File: src/rtl/clk_div_seq_pkg.sv
// clk_div_seq_pkg
//   Shared definitions for the clock divider / LED sequencer slice:
//   mode FSM encoding, LFSR seed, and maximal-length Fibonacci tap masks
//   selectable by LFSR width (3..16).
package clk_div_seq_pkg;

    typedef enum logic [1:0] {
        ST_INIT   = 2'd0,
        ST_ALL_ON = 2'd1,
        ST_RUN_A  = 2'd2,
        ST_RUN_B  = 2'd3
    } state_t;

    localparam logic [15:0] LFSR_SEED = 16'h0001;

    // Bit i of the mask selects register bit i as a feedback tap.
    // Feedback is the XOR of the tapped bits, shifted in at bit 0.
    function automatic logic [15:0] lfsr_taps(input int width);
        logic [15:0] mask;
        case (width)
            3:       mask = 16'h0006;
            4:       mask = 16'h000C;
            5:       mask = 16'h0014;
            6:       mask = 16'h0030;
            7:       mask = 16'h0060;
            8:       mask = 16'h00B8;
            9:       mask = 16'h0110;
            10:      mask = 16'h0240;
            11:      mask = 16'h0500;
            12:      mask = 16'h0829;
            13:      mask = 16'h100D;
            14:      mask = 16'h2015;
            15:      mask = 16'h6000;
            16:      mask = 16'hD008;
            default: mask = 16'h0000;
        endcase
        return mask;
    endfunction

endpackage

File: src/rtl/clk_div_seq_chan.sv
// clk_div_chan
//   One divider channel: latches the ratio at each period boundary, counts
//   0..N-1, and produces a 50% duty divided clock plus a one-cycle tick at
//   the start of every period. Odd ratios get an extra half period of high
//   time from a falling-edge copy of the posedge high term.
//
//   Ports
//     clock_in  in   clock
//     reset     in   asynchronous active-low reset
//     div       in   requested divide ratio (0/1 = channel idle)
//     clk_div   out  divided clock
//     tick      out  one-cycle pulse coincident with clk_div rising
module clk_div_chan #(
    parameter int DIV_W = 4
) (
    input  logic             clock_in,
    input  logic             reset,
    input  logic [DIV_W-1:0] div,
    output logic             clk_div,
    output logic             tick
);

    localparam logic [DIV_W-1:0] ONE = DIV_W'(1);

    logic [DIV_W-1:0] cnt_q, cnt_nx;
    logic [DIV_W-1:0] n_q, n_nx;
    logic             run_q, run_nx;
    logic             odd_q;
    logic             hi_q, hi_nx;
    logic             tick_q, tick_nx;
    logic             fe_q;
    logic             wrap;

    // The ratio is only looked at on a period boundary; an idle channel
    // treats every cycle as a boundary so a valid ratio starts right away.
    always_comb begin
        cnt_nx = cnt_q;
        n_nx   = n_q;
        run_nx = run_q;
        wrap   = !run_q || (cnt_q == n_q - ONE);
        if (wrap) begin
            cnt_nx = '0;
            if ((div >> 1) != '0) begin
                run_nx = 1'b1;
                n_nx   = div;
            end else begin
                run_nx = 1'b0;
                n_nx   = '0;
            end
        end else begin
            cnt_nx = cnt_q + ONE;
        end
        // N>>1 is N/2 for even N and (N-1)/2 for odd N.
        hi_nx   = run_nx && (cnt_nx < (n_nx >> 1));
        tick_nx = run_nx && (cnt_nx == '0);
    end

    always_ff @(posedge clock_in or negedge reset) begin
        if (!reset) begin
            cnt_q  <= '0;
            n_q    <= '0;
            run_q  <= 1'b0;
            odd_q  <= 1'b0;
            hi_q   <= 1'b0;
            tick_q <= 1'b0;
        end else begin
            cnt_q  <= cnt_nx;
            n_q    <= n_nx;
            run_q  <= run_nx;
            odd_q  <= run_nx & n_nx[0];
            hi_q   <= hi_nx;
            tick_q <= tick_nx;
        end
    end

    always_ff @(negedge clock_in or negedge reset) begin
        if (!reset) begin
            fe_q <= 1'b0;
        end else begin
            fe_q <= hi_q;
        end
    end

    // At a ratio change fe_q holds the last-count value (always low), so
    // switching odd_q there cannot produce a stray half pulse.
    assign clk_div = hi_q | (fe_q & odd_q);
    assign tick    = tick_q;

endmodule

File: src/rtl/clk_div_seq.sv
// clk_div_seq
//   Two-channel clock divider with a push-button driven LED sequencer.
//   The button is synchronised and debounced; each debounced press steps
//   the mode FSM. In the run modes an LFSR advances on the selected
//   channel's tick and its low bits drive the LEDs.
//
//   state | meaning
//   ------+--------------------------------------------
//   INIT  | after reset, LEDs off, LFSR held
//   ALL_ON| all LEDs on, LFSR held
//   RUN_A | LEDs show LFSR, LFSR steps on tick_a
//   RUN_B | LEDs show LFSR, LFSR steps on tick_b
//
//   Ports
//     clock_in   in   clock
//     reset      in   asynchronous active-low reset
//     advance    in   raw active-low push button (asynchronous)
//     div_a/b    in   divide ratios for channels A/B
//     clk_div_a/b out divided clocks
//     tick_a/b   out  one-cycle period ticks
//     led        out  LED pattern (registered)
//     state      out  current mode
module clk_div_seq
    import clk_div_seq_pkg::*;
#(
    parameter int DIV_W   = 4,
    parameter int LFSR_W  = 8,
    parameter int LED_W   = 3,
    parameter int DEB_CYC = 16
) (
    input  logic             clock_in,
    input  logic             reset,
    input  logic             advance,
    input  logic [DIV_W-1:0] div_a,
    input  logic [DIV_W-1:0] div_b,
    output logic             clk_div_a,
    output logic             clk_div_b,
    output logic             tick_a,
    output logic             tick_b,
    output logic [LED_W-1:0] led,
    output logic [1:0]       state
);

    localparam int                DEB_W    = $clog2(DEB_CYC + 1);
    localparam logic [DEB_W-1:0]  DEB_LOAD = DEB_W'(DEB_CYC - 1);
    localparam logic [LFSR_W-1:0] TAPS     = LFSR_W'(lfsr_taps(LFSR_W));
    localparam logic [LFSR_W-1:0] SEED     = LFSR_W'(LFSR_SEED);

    clk_div_chan #(.DIV_W(DIV_W)) u_chan_a (
        .clock_in (clock_in),
        .reset    (reset),
        .div      (div_a),
        .clk_div  (clk_div_a),
        .tick     (tick_a)
    );

    clk_div_chan #(.DIV_W(DIV_W)) u_chan_b (
        .clock_in (clock_in),
        .reset    (reset),
        .div      (div_b),
        .clk_div  (clk_div_b),
        .tick     (tick_b)
    );

    logic             adv_s1, adv_s2;
    logic             deb_level_q, deb_prev_q;
    logic [DEB_W-1:0] deb_cnt_q;
    logic             press;

    // Synchroniser and debounced level reset to the released (high) level.
    // Because the synchroniser also starts released, the cleared counter is
    // always reloaded before the first differing sample is seen.
    always_ff @(posedge clock_in or negedge reset) begin
        if (!reset) begin
            adv_s1      <= 1'b1;
            adv_s2      <= 1'b1;
            deb_level_q <= 1'b1;
            deb_prev_q  <= 1'b1;
            deb_cnt_q   <= '0;
        end else begin
            adv_s1     <= advance;
            adv_s2     <= adv_s1;
            deb_prev_q <= deb_level_q;
            if (adv_s2 == deb_level_q) begin
                deb_cnt_q <= DEB_LOAD;
            end else if (deb_cnt_q == '0) begin
                deb_level_q <= adv_s2;
                deb_cnt_q   <= DEB_LOAD;
            end else begin
                deb_cnt_q <= deb_cnt_q - DEB_W'(1);
            end
        end
    end

    assign press = deb_prev_q & ~deb_level_q;

    state_t            state_q, state_nx;
    logic [LFSR_W-1:0] lfsr_q, lfsr_nx;
    logic [LED_W-1:0]  led_q, led_nx;
    logic              shift_en;

    always_comb begin
        state_nx = state_q;
        if (press) begin
            case (state_q)
                ST_INIT:   state_nx = ST_ALL_ON;
                ST_ALL_ON: state_nx = ST_RUN_A;
                ST_RUN_A:  state_nx = ST_RUN_B;
                ST_RUN_B:  state_nx = ST_RUN_A;
                default:   state_nx = ST_INIT;
            endcase
        end

        // Shift enable follows the state before any same-cycle press.
        shift_en = ((state_q == ST_RUN_A) && tick_a) ||
                   ((state_q == ST_RUN_B) && tick_b);
        lfsr_nx = lfsr_q;
        if (lfsr_q == '0) begin
            lfsr_nx = SEED;
        end else if (shift_en) begin
            lfsr_nx = {lfsr_q[LFSR_W-2:0], ^(lfsr_q & TAPS)};
        end

        case (state_q)
            ST_INIT:   led_nx = '0;
            ST_ALL_ON: led_nx = '1;
            default:   led_nx = lfsr_q[LED_W-1:0];
        endcase
    end

    always_ff @(posedge clock_in or negedge reset) begin
        if (!reset) begin
            state_q <= ST_INIT;
            lfsr_q  <= SEED;
            led_q   <= '0;
        end else begin
            state_q <= state_nx;
            lfsr_q  <= lfsr_nx;
            led_q   <= led_nx;
        end
    end

    assign led   = led_q;
    assign state = state_q;

endmodule

File: config.mk
export PLATFORM = sky130hd
export DESIGN_NAME = clk_div_seq
export DESIGN_NICKNAME = d
export VERILOG_FILES = /design/src/rtl/clk_div_seq_pkg.sv /design/src/rtl/clk_div_seq_chan.sv /design/src/rtl/clk_div_seq.sv
export SDC_FILE = /design/constraint.sdc
export NUM_CORES = 1
export LEC_CHECK = 0
export ABC_AREA = 0
export BUFFER_PORTS_ARGS = -buffer_cell sky130_fd_sc_hd__buf_4
export CELL_PAD_IN_SITES_DETAIL_PLACEMENT = 1
export CELL_PAD_IN_SITES_GLOBAL_PLACEMENT = 1
export CORE_MARGIN = 10
export CORE_UTILIZATION = 45
export DETAILED_ROUTE_END_ITERATION = 7
export GPL_TIMING_DRIVEN = 0
export PLACE_DENSITY = 0.82
export SYNTH_ARGS = -nofsm -noshare
export SYNTH_HDL_FRONTEND = slang
export SYNTH_HIERARCHICAL = 1
export SYNTH_SLANG_ARGS = --single-unit
export TNS_END_PERCENT = 30
File: constraint.sdc
create_clock -name clock_in -period 3.55 [get_ports clock_in]
set_clock_uncertainty 0.2 [all_clocks]
set_input_delay 0 -clock clock_in [delete_from_list [all_inputs] [get_ports clock_in]]
set_output_delay 0 -clock clock_in [all_outputs]
set_load 0.02 [all_outputs]
# == After elaboration in Yosys (flattened, before gate mapping) ==
# Cells that the tools add are included.
# word_totals
regBits,48
ramBits,0
latchBits,0
wordCells,82
romBits,0
out_inout_bits,9
mem_count,0
# op_classes
shift,0
order_cmp,2
n_mux,16
mul,0
addsub,5
n_eq_ne,6
bitwise,9
n_div,0
reduce_logical,22
# ops
cell,n
$mux W4,6
$mux W8,2
$mux W5,2
$add A4 B1 Y4 const B,2
$eq A4 B4 Y1,2
$logic_not A4 Y1,2
$logic_not A8 Y1,1
$lt A4 B3 Y1,2
$reduce_bool A4 Y1,2
$reduce_xor A8 Y1,1
$sub A4 B1 Y4 const B,2
$logic_and A1 B1 Y1,6
$pmux W2 S3,1
$pmux W3 S2,1
$and A1 B1 Y1,5
$logic_not A5 Y1,1
$sub A5 B1 Y5 const B,1
$eq A2 B2 Y1 const B,2
$mux W1,4
$logic_or A1 B1 Y1,3
$eq A2 B1 Y1 const B,1
$logic_not A1 Y1,2
$logic_not A2 Y1,1
$not A1 Y1,2
5 further kinds,6

# == Logic depth before layout (Yosys ltp) ==
# Gate-level depths: netlist of run 1.
# logic_depth
depth_word,6
mapped_depth,12
mapped_depth_nobuf,11

# == Cells and area by module ==
# The synthesis of run 1 kept the hierarchy.
# by_module_without_submodules
module,instances,seq_area_each_um2,area_each_um2,cells_per_inst
clk_div_seq,1,556.8,942.2,77
clk_div_chan (u_chan_a),1,325.3,720.7,62
clk_div_chan (u_chan_b),1,325.3,714.4,62

==> metrics, run 1 <==
status=finished clean; critical path, cell by cell=inv_1, ha_1, xor2_1, nand2_1, o31ai_2, buf_6, mux2i_1, ha_1, nor2b_1, o21ai_0, or3b_2, mux2i_1; Maximum Capacitance Violations=0; Fmax=313 MHz; required time worst endpoint=between 3 and 4 ns; CTS buffer count=5; CTS H-tree depth=2; critical path class=reg2reg; row cnt=26; first-pass GRT wire length=8660 microns; Synthesized Nets=between 200 and 250; vias in the first global route=between 1,500 and 2,000; worst hold slack=about 0.050 ns; die width=92.7 microns; CP peak stage delay=0.45 ns; ys async rst share=100%; die area=about 8600 sq um; crit path max fanout=10; placed inst area=between 2000 and 3000 sq um; core area=5110 sq um; PnR Total Power=between 2 and 3 mW; drt first pass iters=4; Root Driver=clkbuf_8; Clock Tree Buf Depth=2; setup_tns=0 ns; initial core utilization=between 40 and 50%; CP arrival=around 3.2 ns; reg2reg start=u_chan_a/n_q[0]; nets=258; detailed placement HPWL=between 3000 and 4000 microns; gr usage total=approximately an eighth; Startpoint Class=flop; number of synthesized flops with an enable pin=0; Congestion Overflow GR=0; CTS tree=built; Placement Setup Slack=between 0.2 and 0.3 ns; Inst Count DP=between 200 and 300; Finished Cell Area=around 2800 sq um; Synth Register Bits=48; Non-Filler Instances=between 300 and 400; type of the worst min-delay path=in2async; Slowest cell on crit path=or3b_2; total wire length=around 5000 microns; cells after synthesis=between 200 and 250; Mapped Area=approximately 2400 sq um; Wirelength per Cell=~16 microns; Layout Utilization=between 50% and 60%; synth warn=6; Main synth FF type=dfrtp_1; layout cell share with drive strength beyond 1=24.4%; pin count of the biggest net entering global routing=49; nature of the critical path endpoint=flop; Vias/cell=around 5.2; IO Port Bufs=19; Final Hold Vio Count=0; Seq/Total Area, Yosys=approximately half; # diodes=0; RSZ-0062 raised after global routing=false; post-synthesis cell type count=38; Iter 0 DRT Violations=55; Tcrit/Tclk final=about nine tenths; Clock transition at path regs=around 0.090 ns; Slew @ Worst Pin=around 0.62 ns; Post CTS Setup Buffer Count=0; average size of a mapped cell=11.8 sq um; Max VDD drop=~430 uV; flop-to-flop setup slack=0.36 ns; initial antenna violation count=0; worst-skew pair later-pin latency=roughly 0.31 ns; min setup slack post-route=roughly 0.36 ns; IO Count=20; Max-slew headroom=about three fifths; area delta synth->final=19.6%; Die Y=92.7 microns; reg-to-reg endpoint=u_chan_a/hi_q; pwr dens=around 920 nW/um^2; Slew Viols, Final=0; post-layout min period=3.19 ns; final setup fails=0; LEAKAGE=1.31 nW; Worst Reg-to-Reg Cells=12; routed via count=1,597; routability cong.=approximately 0.74; # clock sinks=48; Final ANT Viol Nets=0; DR DRC count=0
## layout make-up
class / count / area [sq um]
plain buffers: 3 / 37.5
clock buffers: 7 / 96.3
clock inverters: 1 / 30.0
fillers: 549 / 2260
inverters: 12 / 45.0
multi-input cells: 138 / 1100
flip-flops and latches: 48 / 1210
well taps: 70 / 87.6
repair buffers: 29 / 243
## cell usage after synthesis (5+ instances only)
| library cell | count | area share (%) |
|---|---|---|
| a21oi_1 | 5 | 1.1 |
| nor2_1 | 11 | 1.7 |
| mux2_2 | 6 | 2.8 |
| xor2_1 | 7 | 2.6 |
| mux2i_1 | 13 | 5.5 |
| o21ai_0 | 7 | 1.5 |
| ha_1 | 10 | 5.3 |
| xnor2_1 | 13 | 4.8 |
| mux2_4 | 6 | 3.8 |
| nand3_1 | 5 | 1.1 |
| nor3_1 | 5 | 1.1 |
| nand2_1 | 16 | 2.5 |
| inv_1 | 12 | 1.9 |
| dfrtp_1 | 41 | 43 |
| dfstp_2 | 5 | 5.5 |
## power breakdown
part           total [mW]  switching (mW)  internal [mW]  leakage [nW]
logic                1.32           0.663          0.657         0.667
clock network       0.434           0.185          0.249        0.0645
registers           0.864           0.160          0.704         0.580
## worst max path at each step
stage | startpoint | to | cells after the start
after floorplan | u_chan_a/n_q[0] | u_chan_a/hi_q | 12
after global placement | u_chan_b/n_q[0] | u_chan_b/hi_q | 12
after detailed placement | u_chan_b/n_q[0] | u_chan_b/hi_q | 12
after CTS | u_chan_b/n_q[0] | u_chan_b/hi_q | 12
after global routing | u_chan_b/n_q[0] | u_chan_b/hi_q | 12
final | u_chan_a/n_q[0] | u_chan_a/hi_q | 12
## repair_timing
action | CTS | global route
hold buffers | 10 | 0
resized for setup | 0 | 1
setup endpoints to repair | 0 | 1
hold endpoints to repair | 61 | 0
## worst max-delay path, delay by kind of cell, from the launching register on
family                   cells  cell delay [ns]
XOR/XNOR                     1             0.14
buffers and inverters        2             0.31
AND/OR/NAND/NOR              3             0.67
AO/OA/AOI/OAI                2             0.50
multiplexers                 2             0.32
adder cells (fa/ha/maj)      2             0.57
flip-flops                   1             0.40
## cell usage in the layout, fill, tap and decap left out, types with 2 or more instances in the layout
| cell | Yosys | final |
|---|---|---|
| dfrtp_1 | 41 | 41 |
| buf_4 | 0 | 19 |
| nand2_1 | 16 | 16 |
| xnor2_1 | 13 | 13 |
| mux2i_1 | 13 | 13 |
| inv_1 | 12 | 12 |
| nor2_1 | 11 | 11 |
| ha_1 | 10 | 10 |
| dlygate4sd3_1 | 0 | 10 |
| xor2_1 | 7 | 7 |
| o21ai_0 | 7 | 7 |
| clkbuf_8 | 0 | 7 |
| mux2_2 | 6 | 6 |
| mux2_4 | 6 | 6 |
| nor3_1 | 5 | 5 |
| a21oi_1 | 5 | 5 |
| nand3_1 | 5 | 5 |
| dfstp_2 | 5 | 5 |
| nand3b_1 | 4 | 4 |
| nor2b_1 | 3 | 3 |
| nand2b_1 | 3 | 3 |
| buf_6 | 2 | 2 |
| or3b_2 | 2 | 2 |
| a21boi_0 | 2 | 2 |
| o31a_2 | 2 | 2 |
| or2_2 | 2 | 2 |
| o211ai_1 | 2 | 2 |
| a21o_1 | 2 | 2 |
| dfrtn_1 | 2 | 2 |
## routing by layer
layer | track usage [%] | up-vias | routed length, microns
met5 | 0 | - | 0
met4 | 5.53 | 0 | 109
met3 | 2.82 | 9 | 152
met2 | 21.5 | 21 | 2530
met1 | 14.6 | 807 | 2210
li1 | - | 760 | -
## logic make-up after synthesis
kind of cell,synth area share [%]
flops,50.8
buf+inv,3.47
fa+ha+maj,5.26
compound gates,7.00
simple gates,13.1
mux,12.1
xor+xnor,8.32
## state kept, by name, summed over array words and instances (netlist names), 2 cells and up
signal	cells
state	2
u_chan_a/cnt_q	4
u_chan_b/cnt_q	4
u_chan_a/n_q	4
deb_cnt_q	5
lfsr_q	8
u_chan_b/n_q	4
led	3
Power figures use the tool's default switching activity.
==> run 2: changes to the inputs <==
--- a/config.mk
+++ b/config.mk
@@ -10,10 +10,10 @@
 export CELL_PAD_IN_SITES_DETAIL_PLACEMENT = 1
 export CELL_PAD_IN_SITES_GLOBAL_PLACEMENT = 1
 export CORE_MARGIN = 10
-export CORE_UTILIZATION = 45
+export CORE_UTILIZATION = 48
 export DETAILED_ROUTE_END_ITERATION = 7
 export GPL_TIMING_DRIVEN = 0
-export PLACE_DENSITY = 0.82
+export PLACE_DENSITY = 0.86
 export SYNTH_ARGS = -nofsm -noshare
 export SYNTH_HDL_FRONTEND = slang
 export SYNTH_HIERARCHICAL = 1
==> metrics, run 2 (synthesized netlist as in run 1, its figures left out) <==
pin count of the biggest net entering global routing=49 (unchanged); area of the multi-input gates=1100 sq um (unchanged); initial core utilization=50.0% (+3.5 points); nets=258 (unchanged); Vias/cell=5.30 (+2.3%); critical path class=reg2reg; drt first pass iters=4 (unchanged); core area=4750 sq um (-6.9%); worst hold slack=0.0362 ns (-0.0139 ns); die width=90.4 microns (-2.5%); area delta synth->final=18.6%; Reg with most FFs=lfsr_q; Slew @ Worst Pin=0.587 ns (-0.0320 ns); detailed placement HPWL=3660 microns (+4.3%); crit path max fanout=10 (unchanged); Maximum Capacitance Violations=0 (unchanged); CP peak stage delay=0.46 ns (about the same); Inst Count DP=287 (-1.0%); pwr dens=924 nW/um^2 (+0.34%); Final Hold Vio Count=0 (unchanged); IO Count=20 (unchanged); vias in the first global route=1,864 (+7.0%); Tcrit/Tclk final=93.6% (+3.7 points); Wirelength per Cell=16.8 microns (+3.3%); Regs by FF count=lfsr_q (8), deb_cnt_q (5); Max-slew headroom=60.8% (+2.1 points); IO Port Bufs=19 (unchanged); status=finished clean; first-pass GRT wire length=8670 microns (+0.16%); gr usage total=12.8% (+0.30 points); commonest non-fill, non-tap cells in the layout=dfrtp_1 (41), buf_4 (19), nand2_1 (16), xnor2_1 (13), mux2i_1 (13); Startpoint Class=flop; LEAKAGE=1.30 nW (-0.71%); CTS H-tree depth=2 (unchanged); final setup fails=0 (unchanged); max reg flops=8 (unchanged); Reg area=1210 sq um (unchanged); Final ANT Viol Nets=0 (unchanged); Top delay family on crit path=simple AND/OR/NAND/NOR gates; # diodes=0 (unchanged); Slowest cell on crit path=or3b_2; row cnt=25 (-3.8%); critical path, cell by cell=inv_1, ha_1, xor2_1, nand2_1, o31ai_2, buf_6, mux2i_1, ha_1, nor2b_1, o21ai_0, or3b_2, mux2i_1; DR DRC count=0 (unchanged); die area=8170 sq um (-4.9%); Iter 0 DRT Violations=42 (-24%); CTS tree=built; required time worst endpoint=3.58 ns (about the same); post-layout min period=3.32 ns (+0.130 ns); Clock transition at path regs=0.08 ns (about the same); type of the worst min-delay path=in2async; CTS buffer count=5 (unchanged); Non-Filler Instances=305 (-0.97%); most common cell after layout, fill and taps aside=dfrtp_1; Die Y=90.4 microns (-2.5%); Fmax=301 MHz (-3.9%); CP arrival=3.35 ns (+0.12 ns); routability cong.=0.775 (+5.0%); PnR Total Power=2.61 mW (-0.45%); worst-skew pair later-pin latency=0.31 ns (about the same); Root Driver=clkbuf_8; initial antenna violation count=0 (unchanged); layout cell share with drive strength beyond 1=23.9% (-0.42 points); total wire length=5120 microns (+2.3%); Fill cells=512 (-6.7%); flop-to-flop setup slack=0.23 ns (-0.13 ns); Max VDD drop=622 uV (+43%); nature of the critical path endpoint=flop; Slew Viols, Final=0 (unchanged); Congestion Overflow GR=0 (unchanged); worst path bufs/invs=2 (unchanged); Clock Tree Buf Depth=2 (unchanged); # clock sinks=48 (unchanged); routed via count=1,618 (+1.3%)
## run 2: cell count changes in the layout (fill, tap and decap cells not counted), sizes merged
cell / before / now
clkbuf: 7 / 6
clkinv: 0 / 1
## run 2: final timing paths
check / startpoint / end / cells after the start
max reg2reg: u_chan_b/n_q[0] / u_chan_b/hi_q / 12
min: reset / deb_cnt_q[1] / 2
max: u_chan_b/n_q[0] / u_chan_b/hi_q / 12
min in group clock_in: advance / adv_s1 / 2
min reg2reg: adv_s1 / adv_s2 / 0
max in group asynchronous: reset / u_chan_b/fe_q / 2
## run 2: repair_timing
item,in CTS,in global routing
hold buffers,10,0
hold endpoints to repair,61,0
endpoints found under the setup margin,0,1
resized for setup,0,1
buffers inserted,0,0
## run 2: layout make-up
cell class,instances,share of cell area (%)
buffer,3,1.33
clock buffer,6,2.57
clock inverter,2,1.24
inverter,12,1.60
multi-input combinational,138,38.9
sequential,48,42.8
tap,67,2.97
timing repair buffer,29,8.61
## run 2: routing by layer
| layer | vias to the layer above | global-route usage [%] | wire (microns) |
|---|---|---|---|
| met3 | 14 | 3.16 | 204 |
| met4 | 0 | 5.70 | 142 |
| met5 | - | 0 | 0 |
| met2 | 39 | 22.3 | 2570 |
| met1 | 804 | 14.5 | 2200 |
| li1 | 761 | - | - |
## run 2: where the power goes
group	total [mW]	internal, mW	leakage (nW)	switching, mW
clock	0.391	0.209	0.0552	0.182
sequential	0.862	0.704	0.580	0.158
combinational	1.35	0.660	0.667	0.693
## run 2: through the flow
stage / instance area, sq um / utilization [%] / TNS [ns] / worst slack (ns)
global route: 2820 / 59.3 / -0.000806 / -0.000806
CTS: 2810 / 59.1 / 0 / 0.167
global placement: 2600 / 54.8 / 0 / 0.326
detailed placement: 2600 / 54.8 / 0 / 0.214
floorplan: 2380 / - / 0 / 0.627
finish: 2820 / 59.3 / 0 / 0.228
